--- src/rtl/record_uart_serializer_pkg.sv ---
// Shared definitions for the timetag record to UART byte serializer.
package record_uart_serializer_pkg;

    localparam int REC_BYTES = 6;
    localparam int REC_W     = 8 * REC_BYTES;

    typedef enum logic [1:0] {
        ST_IDLE  = 2'd0,
        ST_FETCH = 2'd1,
        ST_SEND  = 2'd2
    } state_t;

endpackage

--- src/rtl/record_uart_serializer.sv ---
// Pulls one record per FIFO read and streams it MSB-first as bytes over a
// valid/ready interface, refetching back-to-back when more records are queued.
module record_uart_serializer #(
    parameter int REC_BYTES = record_uart_serializer_pkg::REC_BYTES,
    parameter int CNT_W     = 32
) (
    input  logic                   clk,
    input  logic                   reset,
    input  logic                   enable,
    input  logic                   fifo_empty,
    output logic                   fifo_rdreq,
    input  logic [8*REC_BYTES-1:0] fifo_q,
    output logic [7:0]             tx_data,
    output logic                   tx_valid,
    input  logic                   tx_ready,
    output logic                   busy,
    output logic [CNT_W-1:0]       records_sent
);
    import record_uart_serializer_pkg::*;

    localparam int SR_W  = 8 * REC_BYTES;
    localparam int IDX_W = (REC_BYTES > 1) ? $clog2(REC_BYTES) : 1;
    localparam logic [IDX_W-1:0] LAST_IDX = IDX_W'(REC_BYTES - 1);

    state_t           state;
    logic [SR_W-1:0]  shreg;
    logic [IDX_W-1:0] byte_idx;
    logic             last_accept;

    assign last_accept = (state == ST_SEND) && tx_valid && tx_ready && (byte_idx == LAST_IDX);
    assign fifo_rdreq  = !reset && enable && !fifo_empty && ((state == ST_IDLE) || last_accept);

    // The outgoing byte is always the top of the shift register, so it only
    // moves on an accepted handshake and holds steady under backpressure.
    assign tx_data = shreg[SR_W-1 -: 8];

    always_ff @(posedge clk or posedge reset) begin
        if (reset) begin
            state        <= ST_IDLE;
            shreg        <= '0;
            byte_idx     <= '0;
            tx_valid     <= 1'b0;
            busy         <= 1'b0;
            records_sent <= '0;
        end else begin
            case (state)
                ST_IDLE: begin
                    tx_valid <= 1'b0;
                    if (fifo_rdreq) begin
                        state <= ST_FETCH;
                        busy  <= 1'b1;
                    end
                end
                ST_FETCH: begin
                    shreg    <= fifo_q;
                    byte_idx <= '0;
                    tx_valid <= 1'b1;
                    busy     <= 1'b1;
                    state    <= ST_SEND;
                end
                ST_SEND: begin
                    if (tx_valid && tx_ready) begin
                        shreg <= shreg << 8;
                        if (last_accept) begin
                            byte_idx     <= '0;
                            records_sent <= records_sent + CNT_W'(1);
                            tx_valid     <= 1'b0;
                            // A read issued on the final accept chains straight into the next record.
                            if (fifo_rdreq) begin
                                state <= ST_FETCH;
                            end else begin
                                state <= ST_IDLE;
                                busy  <= 1'b0;
                            end
                        end else begin
                            byte_idx <= byte_idx + IDX_W'(1);
                        end
                    end
                end
                default: begin
                    state    <= ST_IDLE;
                    tx_valid <= 1'b0;
                    busy     <= 1'b0;
                end
            endcase
        end
    end

endmodule

--- config.mk ---
export PLATFORM = sky130hd
export DESIGN_NAME = record_uart_serializer
export DESIGN_NICKNAME = d
export VERILOG_FILES = /design/src/rtl/record_uart_serializer_pkg.sv /design/src/rtl/record_uart_serializer.sv
export SDC_FILE = /design/constraint.sdc
export NUM_CORES = 1
export LEC_CHECK = 0
export BUFFER_PORTS_ARGS = -buffer_cell sky130_fd_sc_hd__buf_2
export CORE_ASPECT_RATIO = 0.7
export CORE_MARGIN = 1
export CORE_UTILIZATION = 50
export CTS_CLUSTER_SIZE = 28
export DETAILED_ROUTE_END_ITERATION = 12
export MAX_ROUTING_LAYER = met4
export PLACE_DENSITY = 0.78
export REMOVE_ABC_BUFFERS = 1
export SLEW_MARGIN = 10
export SYNTH_ARGS = -nofsm -noshare
export SYNTH_HDL_FRONTEND = slang
export SYNTH_SLANG_ARGS = --single-unit
--- constraint.sdc ---
create_clock -name clk -period 4.2 [get_ports clk]
set_input_delay 0.63 -clock clk [delete_from_list [all_inputs] [get_ports clk]]
set_output_delay 0.63 -clock clk [all_outputs]
set_load 0.02 [all_outputs]
Word-level counts from Yosys, hierarchy flattened
Cells that the tools add are included.
Widths: inputs -> output; s select.
{"block": "totals", "register_bits": 87, "inputBits": 53, "out_inout_bits": 43}
{"block": "classes", "addsub": 2, "n_eq_ne": 7, "n_mux": 18, "n_reduce_logical": 17}
{"operator": "$pmux 48 s2", "n": 1}
{"operator": "$mux 48", "n": 1}
{"operator": "$add 32x1->32 const B", "n": 1}
{"operator": "$logic_and 1x1->1", "n": 7}
{"operator": "$mux 1", "n": 7}
{"operator": "$mux 2", "n": 3}
{"operator": "$mux 3", "n": 2}
{"operator": "$ne 2x2->1 const B", "n": 3}
{"operator": "$pmux 2 s3", "n": 1}
{"operator": "$pmux 3 s2", "n": 1}
{"operator": "$reduce_and 3->1", "n": 2}
{"operator": "$reduce_and 2->1", "n": 2}
{"operator": "$reduce_and 4->1", "n": 1}
{"operator": "$add 3x1->3 const B", "n": 1}
{"operator": "$eq 3x3->1 const B", "n": 1}
{"operator": "$pmux 1 s3", "n": 1}
{"operator": "$eq 2x1->1 const B", "n": 1}
{"operator": "$eq 2x2->1 const B", "n": 1}
{"operator": "$logic_not 1->1", "n": 2}
{"operator": "$logic_not 2->1", "n": 1}
{"operator": "$ne 2x1->1 const B", "n": 1}
{"operator": "$pmux 1 s2", "n": 1}
{"operator": "$reduce_bool 2->1", "n": 1}
{"operator": "$logic_or 1x1->1", "n": 1}

Depth between registers and ports, before layout
Gate-level depths: netlist (run 1).
{"block": "depth", "word_depth": 10, "ltp_mapped": 7, "mapped_depth_nobuf": 6}

Worst setup path after synthesis (run 1)
No wires, ideal clock.
{"block": "synth_timing", "path_kind": "input -> output", "start": "input reset", "end": "output fifo_rdreq", "t_arrival_ns": 1.237, "required_time_ns": 3.570, "slack_ns": 2.333, "cell_stages": 2, "path_buffers": 0, "cell_sequence": "nor3b_1 -> and3b_1"}
{"block": "synth_between", "elab_chain_len": 4}
{"element": "from (decl)", "line_no": "record_uart_serializer.sv:8", "rtl": "input logic reset,"}
{"element": "$logic_not 1->1 (no line)"}
{"element": "$logic_and 1x1->1 (3 in a row)", "line_no": "record_uart_serializer.sv:31", "rtl": "assign fifo_rdreq = !reset && enable && !fifo_empty && ((state == ST_IDLE) || last_accept);"}
{"element": "to (decl)", "line_no": "record_uart_serializer.sv:11", "rtl": "output logic fifo_rdreq,"}
No other way between the ends.

Worst setup path after layout (run 1)
{"block": "layout_timing", "start": "register byte_idx[1]", "end": "output fifo_rdreq"}
{"block": "layout_between", "elab_chain_len": 4}
{"element": "from (decl)", "line_no": "record_uart_serializer.sv:27", "rtl": "logic [IDX_W-1:0] byte_idx;"}
{"element": "from (signal assigned)", "line_no": "record_uart_serializer.sv:76", "rtl": "byte_idx <= byte_idx + IDX_W'(1);"}
{"element": "$eq 3x3->1", "line_no": "record_uart_serializer.sv:30", "rtl": "assign last_accept = (state == ST_SEND) && tx_valid && tx_ready && (byte_idx == LAST_IDX);"}
{"element": "$logic_and 1x1->1", "line_no": "record_uart_serializer.sv:30"}
{"element": "$logic_or 1x1->1", "line_no": "record_uart_serializer.sv:31"}
{"element": "$logic_and 1x1->1", "line_no": "record_uart_serializer.sv:31"}
No other way between the ends.

==> summary.txt, run 1 <==
STA
  • Slew headroom: 0.340
  • Slew @ Worst Pin: 0.989 ns
  • Setup ws final: 1.83 ns
  • Hold_ws: 0.472 ns
  • RSZ-0062 raised after global routing: no
  • Final Setup Violations: 0
  • Tcrit/Tclk final: 0.564
  • Fmax: approximately 420 MHz
  • Tmin final: ~2.4 ns
  • Max-slew violation count: 0
  • Setup Skew: 0.00499 ns
  • Final hold viol count: 0

Clock tree
  • Clock-pin slew on the worst setup and hold paths: 0.06 ns
  • CTS root buffer: clkbuf_16
  • Clock Sinks: 87
  • Hold_buf cts: 0
  • # Post-CTS Setup Buffers: 0
  • Clock buffer count from CTS: 9
  • Clk_lat worst skew: 0.33 ns
  • # H-tree levels: 3
  • CTS resizes: 0
  • CTS Buffer Depth: 2
  • CTS tree: yes

Finish
  • Area growth syn-to-layout: 19.4%
  • Register area: 2180 um2
  • Layout cell share with drive strength beyond 1: 0.267
  • Number of diodes: 0
  • Nets@finish: a little over 500
  • Final instance area: 4780 um2
  • Fillcell total: 630
  • Multi-input gate area: between 1500 and 2000 um2

Synth
  • Post-synth EDFFs: 0
  • Largest family of logic cells by synthesized area: simple AND/OR/NAND/NOR gates
  • Top-count cell post-synth: dfrtp_1
  • Commonest cells post-synth: dfrtp_1 (87), nand2_1 (55), o21ai_0 (45), mux2i_1 (40), xnor2_1 (24)
  • Post-synthesis mux area share: 0.103
  • Top-area cell type share of the netlist area: 0.543
  • Yosys top cell by area: dfrtp_1
  • Synth Area in Adders: 0.00936
  • Syn avg cell area: 10.9 um2
  • Post-synth cell types: 32
  • Sequential element share of the synthesized area: 0.543
  • Top cells by area, synth: dfrtp_1 (54%), mux2i_1 (10%), o21ai_0 (5.6%)
  • Post-Syn Area: 4010 um2
  • Gate Count Post-Synth: 367
  • Ys Warns: 0
  • Post-synthesis compound-gate area fraction: 0.0802
  • Register bit total from synthesis: 87
  • Post-synthesis xor/xnor area fraction: 0.0677
  • Top FF cell, synth: dfrtp_1
  • Simple-gate share of the synthesized area: 0.154
  • Share of synthesized flip-flops with an asynchronous set or reset: 1.00

Global route
  • Total grt overflow: 0
  • Routing usage on met3: 0.0595
  • GRT Util Overall: 0.230
  • Vias in the first global route: 2969
  • GR met1 Demand/Resource: 0.304
  • GR met2 Demand/Resource: 0.350
  • Initial antenna violation count: 0
  • First-pass GRT wire length: ~14000 um
  • Largest net degree at the start of global routing: just over 90
  • Most Crowded Layer GR: met2

Critical path
  • Reg-to-Reg Start: state[1]
  • Reg2Reg Depth: 5
  • CP Class: flip-flop to primary output
  • Startpoint types: flip-flop
  • CP Max Fanout: 6
  • Req. time, crit path: around 3.6 ns
  • Worst R2R End: byte_idx[2]
  • R2r setup slk: 2.05 ns
  • Crit. End Element: primary output
  • Arr. time, crit path: 1.74 ns

Pwr
  • Clock share of power: 0.296
  • Internal power: 0.00185 W
  • Reg power frac: 0.447
  • VDD IR max: around 0.00031 V
  • Switching Share: 0.312
  • Power per cell area: 561 nW/um2
  • NetSw: 0.000838 W
  • Pleak: 2.49 nW
  • Comb power frac: 0.257

Worst hold path
  • Hold Crit Class: flip-flop to flip-flop
  • Hold path depth: 2
  • Min-delay src: shreg[40]
  • Hold Path End: shreg[40]

Route
  • Vias per cell: roughly 5.3
  • Post-route ant nets: 0
  • Drt wl/cell: 15.4 um
  • DR pass1 iterations: 4
  • Initial drt markers: 155
  • Routed WL: 8490 um
  • Via count: between 2000 and 3000
  • Detailed-route DRC error count: 0

Placement
  • Dpl cell area: 4490 um2
  • Final HPWL DP: 5880 um
  • Number of port buffers: 95
  • Dpl ws: 2.03 ns
  • RD Place Congestion: 0.810

Die
  • Die area: 8390 um2
  • IO Pins: 96
  • Die Wd: about 110 um
  • Core Area: 7510 um2
  • Initial Util: 0.533
  • FP Rows: 26
  • Vert. Die Dim: 76.9 um

Outcome
  • Status: complete, no violations

Flow run
  • Max-Cap Viols: 0
==> state kept, by name (all words and copies together), names as in the netlist <==
register      count
shreg            48
records_sent     32
byte_idx          3
state             2
busy              1
tx_valid          1
==> logic make-up after synthesis <==
kind of cell | Yosys count
buffers and inverters | 29
adders and majority gates | 3
xor gates and xnor gates | 31
muxes | 41
and+or+nand+nor | 120
DFF | 87
AOI/OAI and AO/OA | 56
==> critical path, cell delays in order, from the launching register on <==
cell	delay, ns
dfrtp_1	0.39
inv_1	0.07
ha_1	0.19
nand4_1	0.28
nand2_1	0.17
and3b_1	0.16
buf_2	0.16
==> power by group through the flow <==
stage | Sequential (W) | Combinational, W | Clock, W
after floorplan | 0.00124 | 0.000494 | 0
after global placement | 0.00120 | 0.000665 | 0
after detailed placement | 0.00122 | 0.000697 | 0
after CTS | 0.00120 | 0.000700 | 0.000806
after global routing | 0.00123 | 0.000779 | 0.000844
final | 0.00120 | 0.000690 | 0.000793
==> area by class of cell <==
class	count	area share
Clock buffer	10	0.0499
Clock inverter	5	0.0123
Inverter	3	0.00262
Multi-Input combinational cell	251	0.350
Sequential cell	87	0.455
Tap cell	98	0.0256
Timing Repair Buffer	98	0.104
==> worst max path at each step <==
stage | endpoint | slack (ns) | startpoint | depth (start not counted)
2_1_floorplan | byte_idx[2] | -0.39 | tx_ready | 3
5_1_grt | fifo_rdreq | 1.69 | byte_idx[1] | 6
3_5_place_dp | records_sent[16] | 2.03 | tx_ready | 5
6_report | fifo_rdreq | 1.83 | byte_idx[1] | 6
4_1_cts | fifo_rdreq | 1.85 | byte_idx[1] | 6
3_3_place_gp | byte_idx[2] | 2.09 | state[1] | 5
==> layout by cell type (no fill, tap or decap), types with 5 or more instances in the layout <==
| master | instances |
|---|---|
| and4_1 | 6 |
| xnor2_1 | 24 |
| dfrtp_1 | 87 |
| a22o_1 | 8 |
| nor2_1 | 7 |
| o21ai_0 | 45 |
| mux2i_1 | 40 |
| nand4_1 | 19 |
| buf_2 | 95 |
| nand2_1 | 55 |
| clkbuf_16 | 9 |
| xor2_1 | 7 |
| and3_1 | 5 |
| nand3_1 | 10 |
==> metrics by stage <==
| step | TNS (ns) | instances | util | power [W] |
|---|---|---|---|---|
| after detailed placement | 0 | 537 | 0.597 | 0.00191 |
| final | 0 | 552 | 0.637 | 0.00268 |
| after global routing | 0 | 552 | 0.637 | 0.00285 |
| after CTS | 0 | 552 | 0.637 | 0.00271 |
| after global placement | 0 | 537 | 0.597 | 0.00186 |
| after floorplan | -12.54 | 341 | - | 0.00173 |
==> per-layer routing <==
layer,part of all wire,routed length [um]
met3,0.054,462
met1,0.48,4040
met2,0.46,3930
met5,0,0
met4,0.0072,61
(Power assumes the default switching activity.)
==> run 2, diff against run 1 <==
==> constraint.sdc (replaced) <==
create_clock -name clk -period 2.3 [get_ports clk]
set_input_delay 0.345 -clock clk [delete_from_list [all_inputs] [get_ports clk]]
set_output_delay 0.345 -clock clk [all_outputs]
set_load 0.02 [all_outputs]
==> summary.txt, run 2 (synthesis gave the netlist of run 1 again) <==
Clock tree
  • CTS resizes: 0 (unchanged)
  • Clk_lat worst skew: 0.33 ns (about the same)
  • # H-tree levels: 3 (unchanged)
  • CTS root buffer: clkbuf_16 (unchanged)
  • CTS Buffer Depth: 2 (unchanged)
  • Clock Sinks: 87 (unchanged)
  • Hold_buf cts: 0 (unchanged)
  • CTS tree: yes (unchanged)
  • Clock-pin slew on the worst setup and hold paths: 0.06 ns (about the same)
  • Clock buffer count from CTS: 9 (unchanged)
  • # Post-CTS Setup Buffers: 0 (unchanged)

Placement
  • Number of port buffers: 95 (unchanged)
  • RD Place Congestion: 0.832 (was 0.810)
  • Inst Count DP: 542 (was 537)
  • Final HPWL DP: 5700 um (was 5880 um)

STA
  • Slew @ Worst Pin: 0.643 ns (was 0.989 ns)
  • Tcrit/Tclk final: 0.889
  • Slew headroom: 0.568 (was 0.340)
  • Final Setup Violations: 0 (unchanged)
  • Setup Skew: 0.00696 ns (was 0.00499 ns)
  • Final hold viol count: 0 (unchanged)
  • Max-slew violation count: 0 (unchanged)
  • Tmin final: 2.05 ns
  • Fmax: roughly 490 MHz
  • RSZ-0062 raised after global routing: no (unchanged)

Critical path
  • Slowest stage cell on the critical path: dfrtp_1 (unchanged)
  • Crit path max-delay family: simple AND/OR/NAND/NOR gates (unchanged)
  • Crit. End Element: primary output (unchanged)
  • Crit path buf inv count: 2 (unchanged)
  • Req. time, crit path: 1.96 ns (was 3.57 ns)
  • Reg-to-Reg Start: byte_idx[1] (was state[1])
  • Largest stage delay on the critical path: 0.39 ns (about the same)
  • Arr. time, crit path: 1.70 ns (was 1.74 ns)
  • Worst R2R End: records_sent[1] (was byte_idx[2])
  • CP Max Fanout: 6 (unchanged)
  • Critical-path cell list: inv_1, ha_1, nand4_1, nand2_1, and3b_1, buf_2 (unchanged)
  • R2r setup slk: 0.51 ns (was 2.05 ns)
  • CP Class: flip-flop to primary output (unchanged)
  • Reg2Reg Depth: 5 (unchanged)
  • Startpoint types: flip-flop (unchanged)

Finish
  • Commonest non-fill, non-tap cells in the layout: buf_2 (95), dfrtp_1 (87), nand2_1 (55) (unchanged)
  • Top Registers: shreg (48), records_sent (32), byte_idx (3) (unchanged)
  • Biggest register: shreg (unchanged)
  • Max reg flops: 48 (unchanged)
  • Number of diodes: 0 (unchanged)
  • Nets@finish: 511 (was 506)
  • Layout cell share with drive strength beyond 1: 0.274 (was 0.267)
  • Fillcell total: 590 (was 630)
  • Cell Count, Final, Fillers Out: 558 (was 552)
  • Most common cell after layout, fill and taps aside: buf_2 (unchanged)
  • Area growth syn-to-layout: 21.2% (was 19.4%)

Pwr
  • PnR Total Power: 0.00493 W (was 0.00268 W)
  • Clock share of power: 0.299 (was 0.296)
  • Internal power: 0.00345 W (was 0.00185 W)
  • Reg power frac: 0.442 (was 0.447)
  • Comb power frac: 0.259 (was 0.257)
  • NetSw: 0.00148 W (was 0.000838 W)
  • Pleak: 2.54 nW (was 2.49 nW)
  • Switching Share: 0.300 (was 0.312)
  • VDD IR max: 0.000567 V (was 0.000312 V)
  • Power per cell area: 1010 nW/um2 (was 561 nW/um2)

Die
  • Core Area: 7510 um2 (unchanged)
  • IO Pins: 96 (unchanged)
  • Initial Util: 0.533 (unchanged)
  • FP Rows: 26 (unchanged)
  • Die Wd: 109 um (unchanged)
  • Vert. Die Dim: 76.9 um (unchanged)
  • Die area: 8390 um2 (unchanged)

Route
  • Post-route ant nets: 0 (unchanged)
  • DR pass1 iterations: 4 (unchanged)
  • Routed WL: 8130 um (was 8490 um)
  • Detailed-route DRC error count: 0 (unchanged)
  • Vias per cell: 5.23 (was 5.33)
  • Initial drt markers: 156 (was 155)
  • Via count: 2920 (was 2941)
  • Drt wl/cell: 14.6 um (was 15.4 um)

Global route
  • Initial antenna violation count: 0 (unchanged)
  • Largest net degree at the start of global routing: 70 (was 93)
  • First-pass GRT wire length: 13900 um (was 14500 um)
  • GRT Util Overall: 0.224 (was 0.230)
  • Total grt overflow: 0 (unchanged)
  • Vias in the first global route: 2891 (was 2969)

Worst hold path
  • Hold Crit Class: primary input to asynchronous set/reset pin (was flip-flop to flip-flop)

Flow run
  • Max-Cap Viols: 0 (unchanged)

Outcome
  • Status: complete, no violations (unchanged)
[run 2: changes by cell type in the layout (fill, tap and decap cells not counted)]
cell,change
clkinvlp_4,-2
buf_12,+2
buf_4,+3
clkinv_2,+1
clkinv_4,-1
clkbuf_8,+2
clkbuf_1,+1
[run 2: final cells by class]
cell class	count	area [um2]	share of cell area
Clock buffer	13	270	0.0556
Inverter	3	12.5	0.00257
Multi-Input combinational cell	251	1680	0.345
Timing Repair Buffer	103	561	0.115
Sequential cell	87	2180	0.448
Tap cell	98	123	0.0252
Clock inverter	3	40.0	0.00824
[run 2: through the flow]
stage / hold WS (ns) / TNS (ns) / setup WS [ns] / instance area [um2] / util
floorplan: 0.449 / -128.53 / -2.11 / 3850 / -
global placement: 0.437 / 0 / 0.619 / 4550 / 0.605
finish: 0.0762 / 0 / 0.255 / 4860 / 0.647
detailed placement: 0.443 / 0 / 0.543 / 4550 / 0.605
global route: 0.106 / 0 / 0.0988 / 4860 / 0.647
CTS: 0.0824 / 0 / 0.247 / 4860 / 0.647
[run 2: how the worst max path moves through the flow]
stage / start / end / slack, ns / depth (start not counted)
2_1_floorplan: state[1] / byte_idx[2] / -2.11 / 4
3_3_place_gp: byte_idx[1] / records_sent[1] / 0.62 / 5
3_5_place_dp: byte_idx[1] / records_sent[1] / 0.54 / 5
4_1_cts: byte_idx[1] / fifo_rdreq / 0.25 / 6
5_1_grt: byte_idx[1] / fifo_rdreq / 0.1 / 6
6_report: byte_idx[1] / fifo_rdreq / 0.25 / 6
[run 2: layer usage]
layer,GRT usage,up-vias,part of all wire
li1,-,1457,-
met4,0.0770,0,0.012
met1,0.300,1372,0.49
met3,0.0680,8,0.054
met2,0.321,83,0.44
met5,-,-,0
[run 2: worst register-to-register path: stages, from the launching register on]
cell and delay [ns]:
dfrtp_1 0.39, inv_1 0.06, ha_1 0.17, nand4_1 0.26
nor2_1 0.41, mux2_2 0.38
[run 2: power by group through the flow]
stage / Sequential (W) / Clock, W / Combinational [W]
floorplan: 0.00226 / 0 / 0.000903
global placement: 0.00218 / 0 / 0.00125
detailed placement: 0.00221 / 0 / 0.00129
CTS: 0.00218 / 0.00152 / 0.00130
global route: 0.00224 / 0.00157 / 0.00144
finish: 0.00218 / 0.00148 / 0.00128
==> run 3, diff against run 2 <==
--- a/config.mk
+++ b/config.mk
@@ -6,13 +6,15 @@
 export NUM_CORES = 1
 export LEC_CHECK = 0
 export BUFFER_PORTS_ARGS = -buffer_cell sky130_fd_sc_hd__buf_2
+export CELL_PAD_IN_SITES_DETAIL_PLACEMENT = 2
+export CELL_PAD_IN_SITES_GLOBAL_PLACEMENT = 2
 export CORE_ASPECT_RATIO = 0.7
 export CORE_MARGIN = 1
-export CORE_UTILIZATION = 50
+export CORE_UTILIZATION = 34
 export CTS_CLUSTER_SIZE = 28
 export DETAILED_ROUTE_END_ITERATION = 12
 export MAX_ROUTING_LAYER = met4
-export PLACE_DENSITY = 0.78
+export PLACE_DENSITY = 0.83
 export REMOVE_ABC_BUFFERS = 1
 export SLEW_MARGIN = 10
 export SYNTH_ARGS = -nofsm -noshare
==> summary.txt, run 3 (synthesis gave the netlist of run 1 again) <==
Outcome
  • Status: complete, no violations (unchanged)

Placement
  • RD Place Congestion: 0.755 (was 0.832)
  • Inst Count DP: 597 (was 542)
  • Number of port buffers: 95 (unchanged)
  • Dpl ws: 0.376 ns (was 0.543 ns)
  • Final HPWL DP: 7760 um (was 5700 um)

Route
  • DR pass1 iterations: 4 (unchanged)
  • Vias per cell: 5.05 (was 5.23)
  • Via count: 3100 (was 2920)
  • Initial drt markers: 118 (was 156)
  • Detailed-route DRC error count: 0 (unchanged)
  • Drt wl/cell: 18.4 um (was 14.6 um)
  • Post-route ant nets: 0 (unchanged)
  • Routed WL: 11300 um (was 8130 um)

Finish
  • Max reg flops: 48 (unchanged)
  • Top Registers: shreg (48), records_sent (32), byte_idx (3) (unchanged)
  • Area growth syn-to-layout: 23.5% (was 21.2%)
  • Fillcell total: 1194 (was 590)
  • Layout cell share with drive strength beyond 1: 0.278 (was 0.274)
  • Number of diodes: 0 (unchanged)
  • Nets@finish: 512 (was 511)
  • Most common cell after layout, fill and taps aside: buf_2 (unchanged)
  • Cell Count, Final, Fillers Out: 614 (was 558)
  • Biggest register: shreg (unchanged)
  • Fin util: 0.440 (was 0.647)
  • Commonest non-fill, non-tap cells in the layout: buf_2 (95), dfrtp_1 (87), nand2_1 (55) (unchanged)

Pwr
  • Reg power frac: 0.426 (was 0.442)
  • NetSw: 0.00167 W (was 0.00148 W)
  • PnR Total Power: 0.00518 W (was 0.00493 W)
  • Switching Share: 0.323 (was 0.300)
  • VDD IR max: 0.000496 V (was 0.000567 V)
  • Power per cell area: 1050 nW/um2 (was 1010 nW/um2)
  • Clock share of power: 0.314 (was 0.299)
  • Comb power frac: 0.261 (was 0.259)
  • Pleak: 2.54 nW (about the same)
  • Internal power: 0.00351 W (was 0.00345 W)

Die
  • Die area: 12200 um2 (was 8390 um2)
  • FP Rows: 32 (was 26)
  • Initial Util: 0.356 (was 0.533)
  • Core Area: 11300 um2 (was 7510 um2)
  • Vert. Die Dim: 92.9 um (was 76.9 um)
  • Die Wd: 132 um (was 109 um)
  • IO Pins: 96 (unchanged)

Critical path
  • R2r setup slk: 0.19 ns (was 0.51 ns)
  • Startpoint types: flip-flop (unchanged)
  • CP Class: flip-flop to primary output (unchanged)
  • Req. time, crit path: 1.96 ns (about the same)
  • Crit. End Element: primary output (unchanged)
  • CP Max Fanout: 6 (unchanged)
  • Reg-to-Reg Start: records_sent[1] (was byte_idx[1])
  • Worst R2R End: records_sent[26] (was records_sent[1])
  • Arr. time, crit path: 1.83 ns (was 1.70 ns)
  • Reg2Reg Depth: 5 (unchanged)

STA
  • Fmax: 459 MHz (was 489 MHz)
  • Max-slew violation count: 0 (unchanged)
  • Tmin final: 2.18 ns (was 2.05 ns)
  • Tcrit/Tclk final: 0.947 (was 0.889)
  • Final Setup Violations: 0 (unchanged)
  • Setup Skew: 0.0102 ns (was 0.00696 ns)
  • Final hold viol count: 0 (unchanged)
  • Setup ws final: 0.123 ns (was 0.255 ns)
  • Hold_ws: 0.220 ns (was 0.0762 ns)
  • Slew @ Worst Pin: 0.729 ns (was 0.643 ns)
  • RSZ-0062 raised after global routing: no (unchanged)
  • Slew headroom: 0.511 (was 0.568)

Clock tree
  • # Post-CTS Setup Buffers: 0 (unchanged)
  • # H-tree levels: 3 (unchanged)
  • CTS tree: yes (unchanged)
  • CTS root buffer: clkbuf_16 (unchanged)
  • Clock buffer count from CTS: 9 (unchanged)
  • Clock-pin slew on the worst setup and hold paths: 0.07 ns (was 0.06 ns)
  • Clk_lat worst skew: 0.35 ns (was 0.33 ns)
  • Clock Sinks: 87 (unchanged)
  • CTS Buffer Depth: 2 (unchanged)

Global route
  • Vias in the first global route: 3528 (was 2891)
  • Largest net degree at the start of global routing: 53 (was 70)
  • GRT Util Overall: 0.206 (was 0.224)
  • Total grt overflow: 0 (unchanged)
  • Initial antenna violation count: 0 (unchanged)
  • First-pass GRT wire length: 18800 um (was 13900 um)

Worst hold path
  • Hold Path End: shreg[3]
  • Min-delay src: fifo_q[3]
  • Hold path depth: 2
  • Hold Crit Class: primary input to flip-flop (was primary input to asynchronous set/reset pin)

Flow run
  • Max-Cap Viols: 0 (unchanged)
[run 3: cell types whose count changed in the layout (fill, tap and decap cells not counted), sizes merged]
cell,previous run,this run
clkbuf,13,10
clkinvlp,0,2
clkinv,3,2
inv,2,3
bufinv,1,2
dlygate4sd3,0,1
[run 3: timing repair]
action,4_1_cts,5_1_grt
hold endpoints to repair,20,0
endpoints found under the setup margin,0,1
hold buffers,1,0
gates resized for setup,0,1
[run 3: cell type report]
| type | instances | area, um2 | area share |
|---|---|---|---|
| Sequential cell | 87 | 2180 | 0.440 |
| Multi-Input combinational cell | 251 | 1680 | 0.340 |
| Clock inverter | 6 | 92.6 | 0.0187 |
| Tap cell | 153 | 191 | 0.0387 |
| Inverter | 3 | 12.5 | 0.00253 |
| Clock buffer | 10 | 239 | 0.0483 |
| Timing Repair Buffer | 104 | 558 | 0.113 |
[run 3: worst max-delay path, stage by stage, from the launching register on]
cell and delay [ns]:
dfrtp_1 0.41, inv_1 0.06, ha_1 0.20, nand4_1 0.30, nand2_1 0.19, and3b_1 0.16, buf_2 0.16
[run 3: stage by stage]
stage          setup TNS (ns)  cell area [um2]
3_3_place_gp                0             4610
3_5_place_dp                0             4610
6_report                    0             4950
5_1_grt                     0             4950
4_1_cts                     0             4950
2_1_floorplan         -128.53             3850
[run 3: how the worst max path moves through the flow]
| stage | from | endpoint | depth (start not counted) |
|---|---|---|---|
| 2_1_floorplan | state[1] | byte_idx[2] | 4 |
| 3_3_place_gp | state[1] | shreg[45] | 4 |
| 3_5_place_dp | records_sent[1] | records_sent[26] | 5 |
| 4_1_cts | byte_idx[1] | fifo_rdreq | 6 |
| 5_1_grt | byte_idx[1] | fifo_rdreq | 6 |
| 6_report | byte_idx[1] | fifo_rdreq | 6 |
[run 3: power by group through the flow]
stage | sequential [W] | clock (W) | combinational (W)
2_1_floorplan | 0.00226 | 0 | 0.000903
3_3_place_gp | 0.00219 | 0 | 0.00126
3_5_place_dp | 0.00223 | 0 | 0.00135
4_1_cts | 0.00221 | 0.00166 | 0.00138
5_1_grt | 0.00227 | 0.00172 | 0.00152
6_report | 0.00221 | 0.00162 | 0.00135
[run 3: layer usage]
| layer | routed length, um | global-route usage | vias up |
|---|---|---|---|
| li1 | - | - | 1455 |
| met1 | 5110 | 0.242 | 1570 |
| met2 | 5680 | 0.355 | 63 |
| met3 | 343 | 0.0411 | 12 |
| met4 | 161 | 0.0717 | 0 |
| met5 | 0 | - | - |
